$ cat src/rtl/parallel2serial_stream.sv
// Double-buffered parallel-to-serial converter with start/end framing.
// Optional macro PARITY_STREAM_EN appends an even-parity bit period to every word.
module parallel2serial_stream #(
  parameter int WIDTH     = 8,
  parameter int CLK_DIV   = 1,
  parameter int MSB_FIRST = 0
) (
  input  logic             clk,
  input  logic             reset,
  input  logic [WIDTH-1:0] a,
  input  logic             parallel_begin,
  output logic             ready,
  output logic             d,
  output logic             serial_valid,
  output logic             serial_start,
  output logic             serial_end,
  output logic             busy
);

  localparam int CNT_W = (WIDTH > 1) ? $clog2(WIDTH) : 1;
  localparam int DIV_W = (CLK_DIV > 1) ? $clog2(CLK_DIV) : 1;
  localparam logic [CNT_W-1:0] LAST_BIT = CNT_W'(WIDTH - 1);
  localparam logic [DIV_W-1:0] LAST_DIV = DIV_W'(CLK_DIV - 1);

  typedef enum logic [1:0] {
    IDLE  = 2'd0,
    SHIFT = 2'd1
`ifdef PARITY_STREAM_EN
    ,
    PAR   = 2'd2
`endif
  } state_t;

`ifdef PARITY_STREAM_EN
  function automatic logic even_parity(input logic [WIDTH-1:0] w);
    return ^w;
  endfunction
`endif

  state_t             state_r, state_s;
  logic [WIDTH-1:0]   word_r, word_s;
  logic [WIDTH-1:0]   hold_r, hold_s;
  logic               hold_full_r, hold_full_s;
  logic [CNT_W-1:0]   cnt_r, cnt_s;
  logic [DIV_W-1:0]   div_r, div_s;
  logic               accept_s, wrap_s, word_done_s;
  logic [CNT_W-1:0]   idx_s;
  logic               valid_s, bit_s, start_s, end_s;
  logic               d_r, valid_r, start_r, end_r;

  // Next-state for shifter, divider, bit counter and holding buffer
  always_comb begin
    state_s     = state_r;
    word_s      = word_r;
    hold_s      = hold_r;
    hold_full_s = hold_full_r;
    cnt_s       = cnt_r;
    div_s       = div_r;
    word_done_s = 1'b0;
    accept_s    = parallel_begin && !hold_full_r;
    wrap_s      = (div_r == LAST_DIV);

    case (state_r)
      IDLE: begin
        if (accept_s) begin
          state_s = SHIFT;
          word_s  = a;
          cnt_s   = CNT_W'(0);
          div_s   = DIV_W'(0);
        end else begin
          state_s = IDLE;
        end
      end
      SHIFT: begin
        if (!wrap_s) begin
          div_s = div_r + DIV_W'(1);
        end else if (cnt_r != LAST_BIT) begin
          cnt_s = cnt_r + CNT_W'(1);
          div_s = DIV_W'(0);
        end else begin
`ifdef PARITY_STREAM_EN
          state_s = PAR;
          div_s   = DIV_W'(0);
`else
          word_done_s = 1'b1;
`endif
        end
      end
`ifdef PARITY_STREAM_EN
      PAR: begin
        if (!wrap_s) begin
          div_s = div_r + DIV_W'(1);
        end else begin
          word_done_s = 1'b1;
        end
      end
`endif
      default: state_s = IDLE;
    endcase

    // A finished word hands off to the held word first, then to a same-edge accept
    if (word_done_s) begin
      cnt_s = CNT_W'(0);
      div_s = DIV_W'(0);
      if (hold_full_r) begin
        word_s      = hold_r;
        hold_full_s = 1'b0;
        state_s     = SHIFT;
      end else if (accept_s) begin
        word_s  = a;
        state_s = SHIFT;
      end else begin
        state_s = IDLE;
      end
    end else if (accept_s && (state_r != IDLE)) begin
      hold_s      = a;
      hold_full_s = 1'b1;
    end else begin
      hold_s = hold_r;
    end
  end

  // Output bit and framing derived from the post-edge shifter position
  always_comb begin
    valid_s = (state_s != IDLE);
    if (MSB_FIRST != 0) begin
      idx_s = LAST_BIT - cnt_s;
    end else begin
      idx_s = cnt_s;
    end
    bit_s   = word_s[idx_s];
    start_s = (state_s == SHIFT) && (cnt_s == CNT_W'(0));
`ifdef PARITY_STREAM_EN
    if (state_s == PAR) begin
      bit_s = even_parity(word_s);
    end else begin
      bit_s = word_s[idx_s];
    end
    end_s = (state_s == PAR);
`else
    end_s = (state_s == SHIFT) && (cnt_s == LAST_BIT);
`endif
  end

  // State and registered serial outputs
  always_ff @(posedge clk) begin
    if (reset) begin
      state_r     <= IDLE;
      word_r      <= '0;
      hold_r      <= '0;
      hold_full_r <= 1'b0;
      cnt_r       <= CNT_W'(0);
      div_r       <= DIV_W'(0);
      d_r         <= 1'b0;
      valid_r     <= 1'b0;
      start_r     <= 1'b0;
      end_r       <= 1'b0;
    end else begin
      state_r     <= state_s;
      word_r      <= word_s;
      hold_r      <= hold_s;
      hold_full_r <= hold_full_s;
      cnt_r       <= cnt_s;
      div_r       <= div_s;
      d_r         <= valid_s & bit_s;
      valid_r     <= valid_s;
      start_r     <= start_s;
      end_r       <= end_s;
    end
  end

  assign ready        = !hold_full_r;
  assign busy         = (state_r != IDLE) || hold_full_r;
  assign d            = d_r;
  assign serial_valid = valid_r;
  assign serial_start = start_r;
  assign serial_end   = end_r;

endmodule
$ cat config.mk
export PLATFORM = sky130hd
export DESIGN_NAME = parallel2serial_stream
export DESIGN_NICKNAME = d
export VERILOG_FILES = /design/src/rtl/parallel2serial_stream.sv
export SDC_FILE = /design/constraint.sdc
export NUM_CORES = 1
export LEC_CHECK = 0
export BUFFER_PORTS_ARGS = -buffer_cell sky130_fd_sc_hd__buf_2
export CORE_UTILIZATION = 43
export DETAILED_ROUTE_END_ITERATION = 8
export GPL_ROUTABILITY_DRIVEN = 0
export PLACE_DENSITY = 0.6
export SLEW_MARGIN = 20
export SYNTH_ARGS = -nofsm -noshare
export SYNTH_HDL_FRONTEND = slang
export SYNTH_SLANG_ARGS = --single-unit
$ cat constraint.sdc
create_clock -name clk -period 2.8 [get_ports clk]
set_input_delay 0.28 -clock clk [delete_from_list [all_inputs] [get_ports clk]]
set_output_delay 0.28 -clock clk [all_outputs]
set_load 0.005 [all_outputs]
==> reports/qor.json <==
{
  "outcome": {"value": "finished, violations left"},
  "failing_checks": {"value": "design-rule violations"},
  "final_clock_skew": {"value": 0.00216, "unit": "ns"},
  "final.min_clock_period": {"value": 2.40, "unit": "ns"},
  "initial_utilization": {"value": 46.5, "unit": "%"},
  "syn_avg_cell_area": {"value": 9.54, "unit": "um^2"},
  "worst_ep_arrival_time": {"value": 2.67, "unit": "ns"},
  "cellPowerDensity": {"value": 490, "unit": "mW/mm^2"},
  "drtAntennaViolNets": {"value": 0},
  "crit_fanout": {"value": 20},
  "synthesis.nets": {"value": 150},
  "drt_drc_violations_left": {"value": 2},
  "grt_start_max_net_pins": {"value": 23},
  "worst_endpoint_required_time": {"value": 3.07, "unit": "ns"},
  "cts.hold.buffers_added": {"value": 0},
  "max-vdd-ir-drop": {"value": 0.349, "unit": "mV"},
  "totalPowerFinal": {"value": 689, "unit": "uW"},
  "cts_resized": {"value": 0},
  "maxCapViolations": {"value": 0},
  "synth_simple_gate_area_share": {"value": 23.4, "unit": "%"},
  "kind_of_end_point_of_the_critical_path": {"value": "flop"},
  "cts_setup_buffers": {"value": 0},
  "n_antenna_cell": {"value": 0},
  "path_clk_slew": {"value": 0.13, "unit": "ns"},
  "timing_worst_slew_pin_value": {"value": 0.723, "unit": "ns"},
  "grt_first_pass_wirelength": {"value": 4400, "unit": "um"},
  "syn2layout_area_growth": {"value": 6.84, "unit": "%"},
  "antenna_found_initial": {"value": 0},
  "setup_tns": {"value": 0, "unit": "ns"},
  "synthesis.area": {"value": 0.00132, "unit": "mm^2"},
  "final_layout_size_suffix_gt1_share": {"value": 19.5, "unit": "%"},
  "nets": {"value": 162},
  "die-area": {"value": 0.00329, "unit": "mm^2"},
  "grt_setup_unrepaired": {"value": "false"},
  "post_synth_xor_area_fraction": {"value": 0, "unit": "%"},
  "synthAdderAreaFrac": {"value": 0.951, "unit": "%"},
  "ios": {"value": 17},
  "slew_violations": {"value": 0},
  "floorplan.die.width": {"value": 57.3, "unit": "um"},
  "synthMuxAreaShare": {"value": 18.0, "unit": "%"},
  "port-buffer-count": {"value": 16},
  "synth.lib_cells_used.distinct": {"value": 41},
  "grt.overflow.total": {"value": 0},
  "die_height": {"value": 57.3, "unit": "um"},
  "yosysWarnings": {"value": 0},
  "synth_enable_flop_cells": {"value": 0},
  "layout_worst_path_cycle_share": {"value": 85.8, "unit": "%"},
  "worstHoldPathType": {"value": "primary input to flop"},
  "fmax": {"value": 0.416, "unit": "GHz"},
  "clock_buffer_count_from_cts": {"value": 3},
  "hpwl": {"value": 1870, "unit": "um"},
  "synth.yosys.seq_area_share": {"value": 39.5, "unit": "%"},
  "detailroute.via_count": {"value": 1005},
  "vias_per_cell": {"value": 5.58},
  "drt_wl_total": {"value": 2650, "unit": "um"},
  "placeable_core_area": {"value": 0.00283, "unit": "mm^2"},
  "clk_latency": {"value": 0.33, "unit": "ns"},
  "grt_util_all_layers": {"value": 17.7, "unit": "%"},
  "total_leakage_power": {"value": 0.629, "unit": "nW"},
  "synth-async-reset-ratio": {"value": 0, "unit": "%"},
  "netlist_instances": {"value": 138},
  "synth_ff_type": {"value": "dfxtp_1"},
  "cts-root-buf": {"value": "clkbuf_4"},
  "cts_htree_levels": {"value": 1},
  "final_layout_fill_cell_count": {"value": 275},
  "total_number_of_clock_tree_sinks": {"value": 26},
  "dr_iter_0_viols": {"value": 35},
  "classification_of_the_worst_setup_path": {"value": "flop to flop"},
  "cts_max_path_buffers": {"value": 2},
  "placementRows": {"value": 19},
  "setup_viol": {"value": 0},
  "number_of_hold_violations_in_the_final_report": {"value": 0},
  "synth_compound_area_share": {"value": 12.6, "unit": "%"},
  "timing.critical_path.from_type": {"value": "flop"},
  "vias_in_the_first_global_route": {"value": 914},
  "synth_top_family_by_area": {"value": "simple AND/OR/NAND/NOR gates"},
  "drt_pass1_iterations": {"value": 6},
  "synth-seq-cells": {"value": 26},
  "max_slew_headroom": {"value": 51.7, "unit": "%"},
  "route.detailed.wl_per_inst": {"value": 14.7, "unit": "um"},
  "cts_tree": {"value": "built"}
}
per-stage QoR:
stage	hold slack [ns]	instances	util [%]	cell area, um^2	setup WS (ns)
floorplan	0.357	138	-	1320	0.765
global placement	0.482	176	48.4	1370	0.498
detailed placement	0.490	176	48.4	1370	0.438
CTS	0.188	180	49.7	1410	0.392
global route	0.215	180	49.7	1410	0.226
finish	0.203	180	49.7	1410	0.397
kinds of logic after synthesis:
group	after synthesis
AND/OR/NAND/NOR	54
flip-flops	26
AO/OA/AOI/OAI	23
multiplexers	23
buffers and inverters	10
adder cells (fa/ha/maj)	1
other	1
worst max-delay path, stage by stage, from the launching register on:
cell and delay (ns):
dfxtp_1 0.81, nor2b_4 0.11, o21bai_1 0.28, a22oi_1 0.23, and3b_1 0.24, or4_1 0.51, o22ai_1 0.16
power by group:
group	switching [mW]	internal, mW
clock network	0.112	0.0797
logic	0.0482	0.0441
registers	0.0177	0.387
total	0.178	0.511
synthesized netlist by cell type (2+ instances only):
library cell	number	area, um^2
nor3_1	3	15.0
mux2_1	2	22.5
o21ai_1	2	10.0
dfxtp_1	26	521
a22oi_1	2	15.0
buf_6	4	45.0
o211ai_1	5	37.5
nor2_1	20	75.1
o21ai_0	3	15.0
nor3b_1	2	15.0
nand2b_1	2	12.5
mux2_2	3	33.8
nand2_1	12	45.0
clkbuf_1	4	15.0
mux2i_1	18	180
a21oi_1	3	15.0
and3b_1	3	26.3
final cells by class:
cell class | count | area (um^2) | share of cell area (%)
multi-input cells | 102 | 727 | 51.7
inverters | 1 | 3.75 | 0.267
well taps | 31 | 38.8 | 2.76
repair buffers | 16 | 80.1 | 5.69
clock buffers | 4 | 36.3 | 2.58
flip-flops and latches | 26 | 520 | 37.0
path summary, 6_finish.rpt:
path	to	cells after the start	slack, ns	startpoint
max	d$_SDFF_PP0_	6	0.40	hold_full_r$_SDFFE_PP0P_
min	hold_r[7]$_SDFFE_PP0P_	3	0.20	a[7]
max reg2reg	d$_SDFF_PP0_	6	0.40	hold_full_r$_SDFFE_PP0P_
min reg2reg	hold_r[6]$_SDFFE_PP0P_	2	0.52	hold_r[6]$_SDFFE_PP0P_
flip-flops by register name, summed over array words and instances (netlist names):
name and flops:
d 1, state_r 2, serial_start 1, serial_valid 1
hold_full_r 1, cnt_r 3, serial_end 1, hold_r 8
word_r 8
routing by layer:
metal / part of all wire, % / track usage, % / vias up
met5: 0 / 0 / -
met4: 1.1 / 5.23 / 0
li1: - / - / 520
met3: 4.4 / 4.76 / 4
met2: 42 / 25.7 / 21
met1: 52 / 25.8 / 460
placed cells by master, fill, tap and decap left out, types with 2 or more instances in the layout:
| master | count |
|---|---|
| nor3_1 | 3 |
| dfxtp_1 | 26 |
| clkbuf_4 | 3 |
| o21ai_0 | 3 |
| nand2_1 | 12 |
| nor2_1 | 20 |
| nor3b_1 | 2 |
| mux2i_1 | 18 |
| mux2_2 | 3 |
| mux2_1 | 2 |
| o211ai_1 | 5 |
| buf_2 | 16 |
| o21ai_1 | 2 |
| a22oi_1 | 2 |
| a21oi_1 | 3 |
| nand2b_1 | 2 |
| and3b_1 | 3 |
(Power assumes the default switching activity.)
